File: config.mk
export PLATFORM = sky130hd
export DESIGN_NAME = imem_boot_loader_flat
export DESIGN_NICKNAME = d
export VERILOG_FILES = /design/src/rtl/imem_boot_loader_if.sv /design/src/rtl/imem_boot_loader.sv /design/src/flat_wrapper.sv
export SDC_FILE = /design/constraint.sdc
export NUM_CORES = 1
export LEC_CHECK = 0
export ABC_CLOCK_PERIOD_IN_PS = 4000
export CAP_MARGIN = 5
export CORE_UTILIZATION = 48
export CTS_CLUSTER_SIZE = 30
export DETAILED_ROUTE_END_ITERATION = 8
export PLACE_DENSITY = 0.84
export SYNTH_ARGS = -nofsm -noshare
export SYNTH_HDL_FRONTEND = slang
export SYNTH_SLANG_ARGS = --single-unit
export TNS_END_PERCENT = 50
File: constraint.sdc
create_clock -name i_clk -period 4 [get_ports i_clk]
set_clock_uncertainty 0.2 [all_clocks]
set_input_delay 0.8 -clock i_clk [delete_from_list [all_inputs] [get_ports i_clk]]
set_output_delay 0.8 -clock i_clk [all_outputs]
set_load 0.005 [all_outputs]
File: src/rtl/imem_boot_loader_if.sv
// Bundle of boot-stream, instruction-memory and fetch-path signals around the boot loader.
// The slave modport is the loader's view; the master modport is the surrounding system.
interface imem_boot_loader_if #(
    parameter int unsigned AW = 10
) ();
    logic          start;
    logic [AW:0]   len;
    logic          s_valid;
    logic [7:0]    s_data;
    logic          s_ready;
    logic          mem_we;
    logic [AW-1:0] mem_waddr;
    logic [31:0]   mem_wdata;
    logic [31:0]   fetch_addr;
    logic [AW-1:0] mem_raddr;
    logic [31:0]   mem_rdata;
    logic [31:0]   fetch_instr;
    logic          core_rst_n;
    logic          busy;
    logic          err;

    modport slave (
        input  start, len, s_valid, s_data, fetch_addr, mem_rdata,
        output s_ready, mem_we, mem_waddr, mem_wdata, mem_raddr, fetch_instr,
        output core_rst_n, busy, err
    );

    modport master (
        output start, len, s_valid, s_data, fetch_addr, mem_rdata,
        input  s_ready, mem_we, mem_waddr, mem_wdata, mem_raddr, fetch_instr,
        input  core_rst_n, busy, err
    );
endinterface

File: src/rtl/imem_boot_loader.sv
// Instruction-memory boot loader: assembles little-endian words from a byte stream, writes them
// into the instruction store, then releases the core and opens the fetch path.
module imem_boot_loader #(
    parameter int unsigned AW     = 10,
    parameter int unsigned MAXLEN = 1024
) (
    input  logic               i_clk,
    input  logic               i_rst,   // active-low, asynchronous
    imem_boot_loader_if.slave  bus
);

    localparam logic [AW:0] LP_MAXLEN = (AW+1)'(MAXLEN);
    localparam logic [AW:0] LP_ONE    = (AW+1)'(1);

    typedef enum logic [1:0] {
        StIdle = 2'd0,
        StLoad = 2'd1,
        StRun  = 2'd2
    } state_e;

    state_e        r_state,      w_state;
    logic [AW:0]   r_len,        w_len;
    logic [AW:0]   r_word_cnt,   w_word_cnt;
    logic [1:0]    r_byte_cnt,   w_byte_cnt;
    logic [31:0]   r_word,       w_word;
    logic          r_mem_we,     w_mem_we;
    logic [AW-1:0] r_mem_waddr,  w_mem_waddr;
    logic [31:0]   r_mem_wdata,  w_mem_wdata;
    logic          r_err,        w_err;
    logic          r_core_rst_n, w_core_rst_n;
    logic [31:0]   w_word_asm;
    logic          w_aligned;
    logic          w_unused_addr;

    // Upper PC bits are deliberately ignored: the store wraps modulo its depth.
    assign w_unused_addr = ^bus.fetch_addr[31:AW+2];
    assign w_aligned     = (bus.fetch_addr[1:0] == 2'b00);

    // Next-state logic: start handling, byte assembly, word writes and fetch error detection.
    always_comb begin
        w_state      = r_state;
        w_len        = r_len;
        w_word_cnt   = r_word_cnt;
        w_byte_cnt   = r_byte_cnt;
        w_word       = r_word;
        w_mem_we     = 1'b0;
        w_mem_waddr  = r_mem_waddr;
        w_mem_wdata  = r_mem_wdata;
        w_err        = r_err;
        w_core_rst_n = 1'b0;

        // Current partial word with the incoming byte dropped into its lane.
        w_word_asm = r_word;
        unique case (r_byte_cnt)
            2'd0: w_word_asm[7:0]   = bus.s_data;
            2'd1: w_word_asm[15:8]  = bus.s_data;
            2'd2: w_word_asm[23:16] = bus.s_data;
            2'd3: w_word_asm[31:24] = bus.s_data;
            default: ;
        endcase

        case (r_state)
            StIdle, StRun: begin
                if (r_state == StRun) begin
                    w_core_rst_n = 1'b1;
                    if (!w_aligned) begin
                        w_err = 1'b1;
                    end
                end
                // A start (load or reload) always puts the core back into reset first.
                if (bus.start) begin
                    w_core_rst_n = 1'b0;
                    w_len        = bus.len;
                    if (bus.len == '0) begin
                        w_state = StRun;
                        w_err   = 1'b0;
                    end else if (bus.len > LP_MAXLEN) begin
                        w_state = StIdle;
                        w_err   = 1'b1;
                    end else begin
                        w_state    = StLoad;
                        w_word_cnt = '0;
                        w_byte_cnt = 2'd0;
                        w_word     = '0;
                        w_err      = 1'b0;
                    end
                end
            end
            StLoad: begin
                if (bus.s_valid) begin
                    w_word     = w_word_asm;
                    w_byte_cnt = r_byte_cnt + 2'd1;
                    if (r_byte_cnt == 2'd3) begin
                        w_mem_we    = 1'b1;
                        w_mem_waddr = r_word_cnt[AW-1:0];
                        w_mem_wdata = w_word_asm;
                        w_word_cnt  = r_word_cnt + LP_ONE;
                        // Leave LOAD together with the final write so s_ready drops with it.
                        if ((r_word_cnt + LP_ONE) == r_len) begin
                            w_state = StRun;
                        end
                    end
                end
            end
            default: w_state = StIdle;
        endcase
    end

    // State and output registers; reset abandons any partial word.
    always_ff @(posedge i_clk or negedge i_rst) begin
        if (!i_rst) begin
            r_state      <= StIdle;
            r_len        <= '0;
            r_word_cnt   <= '0;
            r_byte_cnt   <= 2'd0;
            r_word       <= '0;
            r_mem_we     <= 1'b0;
            r_mem_waddr  <= '0;
            r_mem_wdata  <= '0;
            r_err        <= 1'b0;
            r_core_rst_n <= 1'b0;
        end else begin
            r_state      <= w_state;
            r_len        <= w_len;
            r_word_cnt   <= w_word_cnt;
            r_byte_cnt   <= w_byte_cnt;
            r_word       <= w_word;
            r_mem_we     <= w_mem_we;
            r_mem_waddr  <= w_mem_waddr;
            r_mem_wdata  <= w_mem_wdata;
            r_err        <= w_err;
            r_core_rst_n <= w_core_rst_n;
        end
    end

    assign bus.s_ready     = (r_state == StLoad);
    assign bus.busy        = (r_state == StLoad);
    assign bus.mem_we      = r_mem_we;
    assign bus.mem_waddr   = r_mem_waddr;
    assign bus.mem_wdata   = r_mem_wdata;
    assign bus.mem_raddr   = bus.fetch_addr[AW+1:2];
    assign bus.fetch_instr = ((r_state == StRun) && w_aligned) ? bus.mem_rdata : 32'h0;
    assign bus.core_rst_n  = r_core_rst_n;
    assign bus.err         = r_err;

endmodule

File: src/flat_wrapper.sv
// flat-port wrapper written by rule: the top's interface ports become plain ports
module imem_boot_loader_flat 
#(
    parameter int unsigned AW     = 10,
    parameter int unsigned MAXLEN = 1024
)
  (i_clk, i_rst, bus_start, bus_len, bus_s_valid, bus_s_data, bus_fetch_addr, bus_mem_rdata, bus_s_ready, bus_mem_we, bus_mem_waddr, bus_mem_wdata, bus_mem_raddr, bus_fetch_instr, bus_core_rst_n, bus_busy, bus_err);
  imem_boot_loader_if #(.AW(AW)) bus_i ();
  input  logic i_clk;
  input  logic i_rst;
  input wire logic [$bits(bus_i.start)-1:0] bus_start;
  input wire logic [$bits(bus_i.len)-1:0] bus_len;
  input wire logic [$bits(bus_i.s_valid)-1:0] bus_s_valid;
  input wire logic [$bits(bus_i.s_data)-1:0] bus_s_data;
  input wire logic [$bits(bus_i.fetch_addr)-1:0] bus_fetch_addr;
  input wire logic [$bits(bus_i.mem_rdata)-1:0] bus_mem_rdata;
  output wire logic [$bits(bus_i.s_ready)-1:0] bus_s_ready;
  output wire logic [$bits(bus_i.mem_we)-1:0] bus_mem_we;
  output wire logic [$bits(bus_i.mem_waddr)-1:0] bus_mem_waddr;
  output wire logic [$bits(bus_i.mem_wdata)-1:0] bus_mem_wdata;
  output wire logic [$bits(bus_i.mem_raddr)-1:0] bus_mem_raddr;
  output wire logic [$bits(bus_i.fetch_instr)-1:0] bus_fetch_instr;
  output wire logic [$bits(bus_i.core_rst_n)-1:0] bus_core_rst_n;
  output wire logic [$bits(bus_i.busy)-1:0] bus_busy;
  output wire logic [$bits(bus_i.err)-1:0] bus_err;
  assign bus_i.start = bus_start;
  assign bus_i.len = bus_len;
  assign bus_i.s_valid = bus_s_valid;
  assign bus_i.s_data = bus_s_data;
  assign bus_i.fetch_addr = bus_fetch_addr;
  assign bus_i.mem_rdata = bus_mem_rdata;
  assign bus_s_ready = bus_i.s_ready;
  assign bus_mem_we = bus_i.mem_we;
  assign bus_mem_waddr = bus_i.mem_waddr;
  assign bus_mem_wdata = bus_i.mem_wdata;
  assign bus_mem_raddr = bus_i.mem_raddr;
  assign bus_fetch_instr = bus_i.fetch_instr;
  assign bus_core_rst_n = bus_i.core_rst_n;
  assign bus_busy = bus_i.busy;
  assign bus_err = bus_i.err;
  imem_boot_loader #(.AW(AW), .MAXLEN(MAXLEN)) u_core (.i_clk(i_clk), .i_rst(i_rst), .bus(bus_i));
endmodule
==> results.toml, run 1 <==
[clock_tree]
cts_setup_buffers = 0
cts_buffer_depth = 2
numCtsBuffers = 9
cts.repair.resized = 0
tritoncts = "yes"
h-tree-depth = 3
path_clk_slew_ps = 90
root_buffer = "clkbuf_8"
clock_latency_ps = 370
ctsHoldBuffers = 0
clock-sinks = 95

[synthesis]
synthCells = 477
syn_nets = 569
yosysWarnings = 0
yosysSeqAreaShare_pct = 50.5
avgSynthCellArea_sq_um = 9.88
ys_ff_latch = 95
synthArstFlopShare_pct = 100
synthFlopType = "dfrtp_1"
synth_edf_count = 0
synthesis.area_sq_um = 4710
synthDistinctLibCells = 49

[routing]
vias = 3774
ant_nets = 0
wire_per_inst_um = 16.5
drc = 0
drtIter0Drc = 199
drt_wl_total_um = 11800
first_pass_iters = 4
via_per_inst = 5.28

[floorplanning]
die_h_um = 101
floorplan.initialDensity_pct = 50.3
rows = 35
num_io_pins = 176
core_area_sq_um = 9370
fp.dieW_um = 101
die-area_sq_um = 10200

[grt]
grt_pass1_vias = 3707
grt_pass1_wl_um = 18700
grt_usage_pct = 23.7
antenna_found_initial = 0
grt_start_max_net_pins = 40
overflow = 0

[sta]
slew-limit-headroom_pct = 49.7
setup_viol = 0
hold_viol_final = 0
finalCriticalPeriod_ps = 3390
max_slew.worst_pin.slew_ps = 753
drv_slew = 0
clock.fmax_mhz = 295
period_share_pct = 84.6
hold-worst-slack_ps = 189
fin_setup_tns_ps = 0
rsz0062_at_grt = "false"

[power_and_ir_drop]
ir_drop_mv = 0.396
switching_share_pct = 35.1
p_clk_share_pct = 16.6
power.switching_mw = 1.30
power_density_nw_per_um2 = 593
p_seq_share_pct = 43.5
p_leak_nw = 2.71
p_int_mw = 2.39
combPwrFrac_pct = 39.8

[run_status]
status = "complete, no violations"

[placement]
gp_congestion = 0.855
port_buffers = 135
post_dp_cell_area_sq_um = 6030
detailed_place_hpwl_um = 8650

[finish]
finalNetCount = 673
fillers = 786
syn_to_final_growth_pct = 32.0
final_core_util_pct = 66.3
drive_above_1_share_pct = 8.36
antenna_cells = 0
stdcell_area_sq_um = 6220

[hold_path]
hold_path_class = "input pin to async pin"

[setup_path]
worstPathRequired_ps = 3000
worstSetupStartpointType = "input pin"
cp-startpoint = "bus_fetch_addr[1]"
rr_startpoint = "u_core.r_word_cnt[0]$_DFFE_PN0P_"
worst-path-max-fanout = 32
end_kind = "primary output"
worstPathArrival_ps = 2390
r2r_cells = 7
worstSetupPathType = "input pin to primary output"

[flow_run]
cap_violations = 0
final cells by class:
type | count | area, sq um | share of cell area, %
Timing Repair Buffer | 142 | 1400 | 22.5
Clock buffer | 10 | 128 | 2.05
Tap cell | 129 | 161 | 2.60
Inverter | 4 | 15.0 | 0.241
Clock inverter | 6 | 57.6 | 0.926
Sequential cell | 95 | 2380 | 38.2
Multi-Input combinational cell | 329 | 2080 | 33.4
registers in the layout, indices dropped and copies added, names as in the netlist:
register	cells
u_core.bus.mem_waddr	10
u_core.r_len	11
u_core.r_word	24
u_core.r_state	2
u_core.r_word_cnt	11
u_core.bus.err	1
u_core.bus.mem_we	1
u_core.bus.core_rst_n	1
u_core.bus.mem_wdata	32
u_core.r_byte_cnt	2
worst paths after layout:
path                            slack (ps)                                   to
worst max-delay path                   610                  bus_fetch_instr[15]
worst min-delay path                   190  u_core.bus.mem_waddr[5]$_DFFE_PN0P_
worst max register to register        1240        u_core.r_state[0]$_DFFE_PN0P_
worst min register to register         280  u_core.bus.mem_waddr[8]$_DFFE_PN0P_
max in group asynchronous             2650  u_core.bus.mem_wdata[7]$_DFFE_PN0P_
min in group i_clk                     280  u_core.bus.mem_waddr[8]$_DFFE_PN0P_
routing by layer:
layer,global-route usage [%],vias to the layer above,share of wire (%)
met3,4.16,19,4.6
met5,0,-,0
met4,7.13,0,1.3
met1,33.3,1836,45
met2,37.5,108,49
li1,-,1811,-
per-stage QoR:
stage | setup WS (ps) | total power, mW | instances
after floorplan | 1330 | 2.43 | 477
after CTS | 613 | 3.72 | 715
after detailed placement | 615 | 3.09 | 699
after global routing | 488 | 3.92 | 715
final | 614 | 3.69 | 715
after global placement | 647 | 3.02 | 699
critical path, cell delays in order:
cell,delay (ps)
clkdlybuf4s50_1,450
nor3_2,180
buf_4,260
and2_1,160
clkdlybuf4s50_1,530
cells by family (layout without fill, tap and decap cells):
logic type	Yosys count	after routing	synth area share (%)
AO/OA/AOI/OAI	92	92	13.5
XOR/XNOR	12	12	2.23
adder cells (fa/ha/maj)	5	5	1.33
buffers and inverters	53	162	5.55
flip-flops	95	95	50.5
multiplexers	36	36	7.94
AND/OR/NAND/NOR	184	184	19.0
power by group through the flow:
stage,clock network [mW],logic [mW],registers [mW]
5_1_grt,0.656,1.61,1.65
4_1_cts,0.626,1.48,1.61
6_report,0.614,1.47,1.61
3_5_place_dp,0,1.47,1.62
2_1_floorplan,0,0.869,1.56
3_3_place_gp,0,1.42,1.60
synth_stat cells (7+ instances only):
library cell  number  area, sq um
nor2_1            43          161
dfrtp_1           95         2380
mux2_2            11          124
buf_2              8         40.0
nand2_1           69          259
clkbuf_1          21         78.8
o21ai_0           21          105
and2_1            37          231
a22o_1            25          219
a21oi_1           28          140
buf_4             12         90.1
mux2i_1           25          250
buf_1              7         26.3
cell usage in the layout (no fill, tap or decap), types with 8 or more instances in the layout:
cell	instances
nor2_1	43
clkdlybuf4s50_1	134
nand2_1	69
mux2_2	11
o21ai_0	21
buf_4	8
clkbuf_8	9
mux2i_1	25
dfrtp_1	95
a21oi_1	28
a22o_1	25
and2_1	37
Power figures use the tool's default switching activity.
==> run 2: changes to the inputs <==
--- a/config.mk
+++ b/config.mk
@@ -5,12 +5,12 @@
 export SDC_FILE = /design/constraint.sdc
 export NUM_CORES = 1
 export LEC_CHECK = 0
-export ABC_CLOCK_PERIOD_IN_PS = 4000
+export ABC_CLOCK_PERIOD_IN_PS = 3300
 export CAP_MARGIN = 5
-export CORE_UTILIZATION = 48
+export CORE_UTILIZATION = 45
 export CTS_CLUSTER_SIZE = 30
 export DETAILED_ROUTE_END_ITERATION = 8
-export PLACE_DENSITY = 0.84
+export PLACE_DENSITY = 0.79
 export SYNTH_ARGS = -nofsm -noshare
 export SYNTH_HDL_FRONTEND = slang
 export SYNTH_SLANG_ARGS = --single-unit
==> constraint.sdc (replaced) <==
create_clock -name i_clk -period 3.3 [get_ports i_clk]
set_clock_uncertainty 0.2 [all_clocks]
set_input_delay 0.66 -clock i_clk [delete_from_list [all_inputs] [get_ports i_clk]]
set_output_delay 0.66 -clock i_clk [all_outputs]
set_load 0.005 [all_outputs]
==> results.toml, run 2 (synthesis gave the netlist of run 1 again) <==
[run_status]
status = "complete, no violations"

[setup_path]
critical-path-top-delay-family = "buffers and inverters"
path_cells = "clkdlybuf4s50_1, nor3_2, buf_12, and2_1, clkdlybuf4s50_1"
worstSetupStartpointType = "input pin"
r2r_cells = 7
worstSetupPathType = "input pin to primary output"
critical_path_depth = 5
worstPathArrival_ps = 2190
rr_startpoint = "u_core.r_word_cnt[0]$_DFFE_PN0P_"
cpMostUsedCell = "clkdlybuf4s50_1"
cp-startpoint = "bus_fetch_addr[1]"
worst-path-max-fanout = 32
path_buf_inv = 3
end_kind = "primary output"
worst_path_largest_cell_delay_ps = 500
slowest_stage = "clkdlybuf4s50_1"
worstPathRequired_ps = 2440

[grt]
busiest_layer = "met2"
grtUsageMet2_pct = 36.8
grt_pass1_wl_um = 19200
grt_start_max_net_pins = 58
grt_use_met1_pct = 27.8
grt_usage_pct = 21.9
grt_use_met3_pct = 4.70
grt_pass1_vias = 3850
overflow = 0
antenna_found_initial = 0

[sta]
slew-limit-headroom_pct = 59.5
fin_setup_tns_ps = 0
hold_viol_final = 0
period_share_pct = 92.5
setup_viol = 0
clock.fmax_mhz = 328
fin_ws_ps = 249
drv_slew = 0
max_slew.worst_pin.slew_ps = 607
rsz0062_at_grt = "false"
finalCriticalPeriod_ps = 3050

[clock_tree]
root_buffer = "clkbuf_8"
h-tree-depth = 3
clock_latency_ps = 360
cts_setup_buffers = 0
clock-sinks = 95
numCtsBuffers = 9
path_clk_slew_ps = 100
ctsHoldBuffers = 0
cts.repair.resized = 0
tritoncts = "yes"
cts_buffer_depth = 2

[finish]
final_common_cell = "clkdlybuf4s50_1"
finalNetCount = 674
largest_reg_flops = 32
antenna_cells = 0
drive_above_1_share_pct = 8.69
final_cell_mix = "134 x clkdlybuf4s50_1, 95 x dfrtp_1, 69 x nand2_1"
syn_to_final_growth_pct = 33.2

[floorplanning]
rows = 36
fp.dieW_um = 104
num_io_pins = 176
die_h_um = 104
floorplan.initialDensity_pct = 47.3
core_area_sq_um = 9950
die-area_sq_um = 10900

[routing]
drtIter0Drc = 216
drt_wl_total_um = 11600
drc = 0
first_pass_iters = 4
wire_per_inst_um = 16.1
ant_nets = 0
vias = 3859
via_per_inst = 5.36

[flow_run]
cap_violations = 0

[placement]
detailed_place_hpwl_um = 8260
dp_slack_ps = 96.5
gp_congestion = 0.858
port_buffers = 135

[power_and_ir_drop]
ir_drop_mv = 0.455
power_density_nw_per_um2 = 722
p_leak_nw = 2.72

[hold_path]
hold_path_class = "input pin to async pin"
-- run 2: cell types whose count changed in the layout (fill, tap and decap cells not counted), sizes merged --
cell	change
buf	+1
bufinv	+1
clkbuf	-1
clkinv	+2
clkinvlp	+1
inv	-3
-- run 2: cell type report --
cell class | count | area, sq um
Clock buffer | 9 | 124
Clock inverter | 7 | 81.3
Fill cell | 813 | 3680
Inverter | 4 | 15.0
Multi-Input combinational cell | 329 | 2080
Sequential cell | 95 | 2380
Tap cell | 133 | 166
Timing Repair Buffer | 143 | 1430
-- run 2: metal layers --
metal | up-vias | share of wire, %
met2 | 118 | 50
li1 | 1816 | -
met4 | 0 | 1.8
met5 | - | 0
met1 | 1900 | 43
met3 | 25 | 5.1
-- run 2: stage by stage --
| step | instance area [sq um] | instances | total power, mW | hold slack [ps] | utilization (%) |
|---|---|---|---|---|---|
| final | 6270 | 720 | 4.53 | 89.5 | 63.0 |
| after global routing | 6270 | 720 | 4.83 | 129 | 63.0 |
| after CTS | 6270 | 720 | 4.57 | 104 | 63.0 |
| after detailed placement | 6070 | 704 | 3.74 | 262 | 61.0 |
| after global placement | 6070 | 704 | 3.67 | 258 | 61.0 |
| after floorplan | 4710 | 477 | 2.95 | 164 | - |
-- run 2: final timing paths --
check                                                       end  slack (ps)
min in group i_clk         u_core.bus.mem_wdata[28]$_DFFE_PN0P_         280
setup reg to reg                  u_core.r_state[0]$_DFFE_PN0P_         590
hold reg to reg            u_core.bus.mem_wdata[28]$_DFFE_PN0P_         280
setup / recovery                            bus_fetch_instr[10]         250
max in group asynchronous           u_core.r_len[5]$_DFFE_PN0P_        2100
hold / removal             u_core.bus.mem_wdata[31]$_DFFE_PN0P_          90
-- run 2: report_power, final --
| part | internal (mW) | switching, mW |
|---|---|---|
| clock network | 0.360 | 0.445 |
| logic | 0.997 | 0.790 |
| registers | 1.62 | 0.325 |
| total | 2.97 | 1.56 |
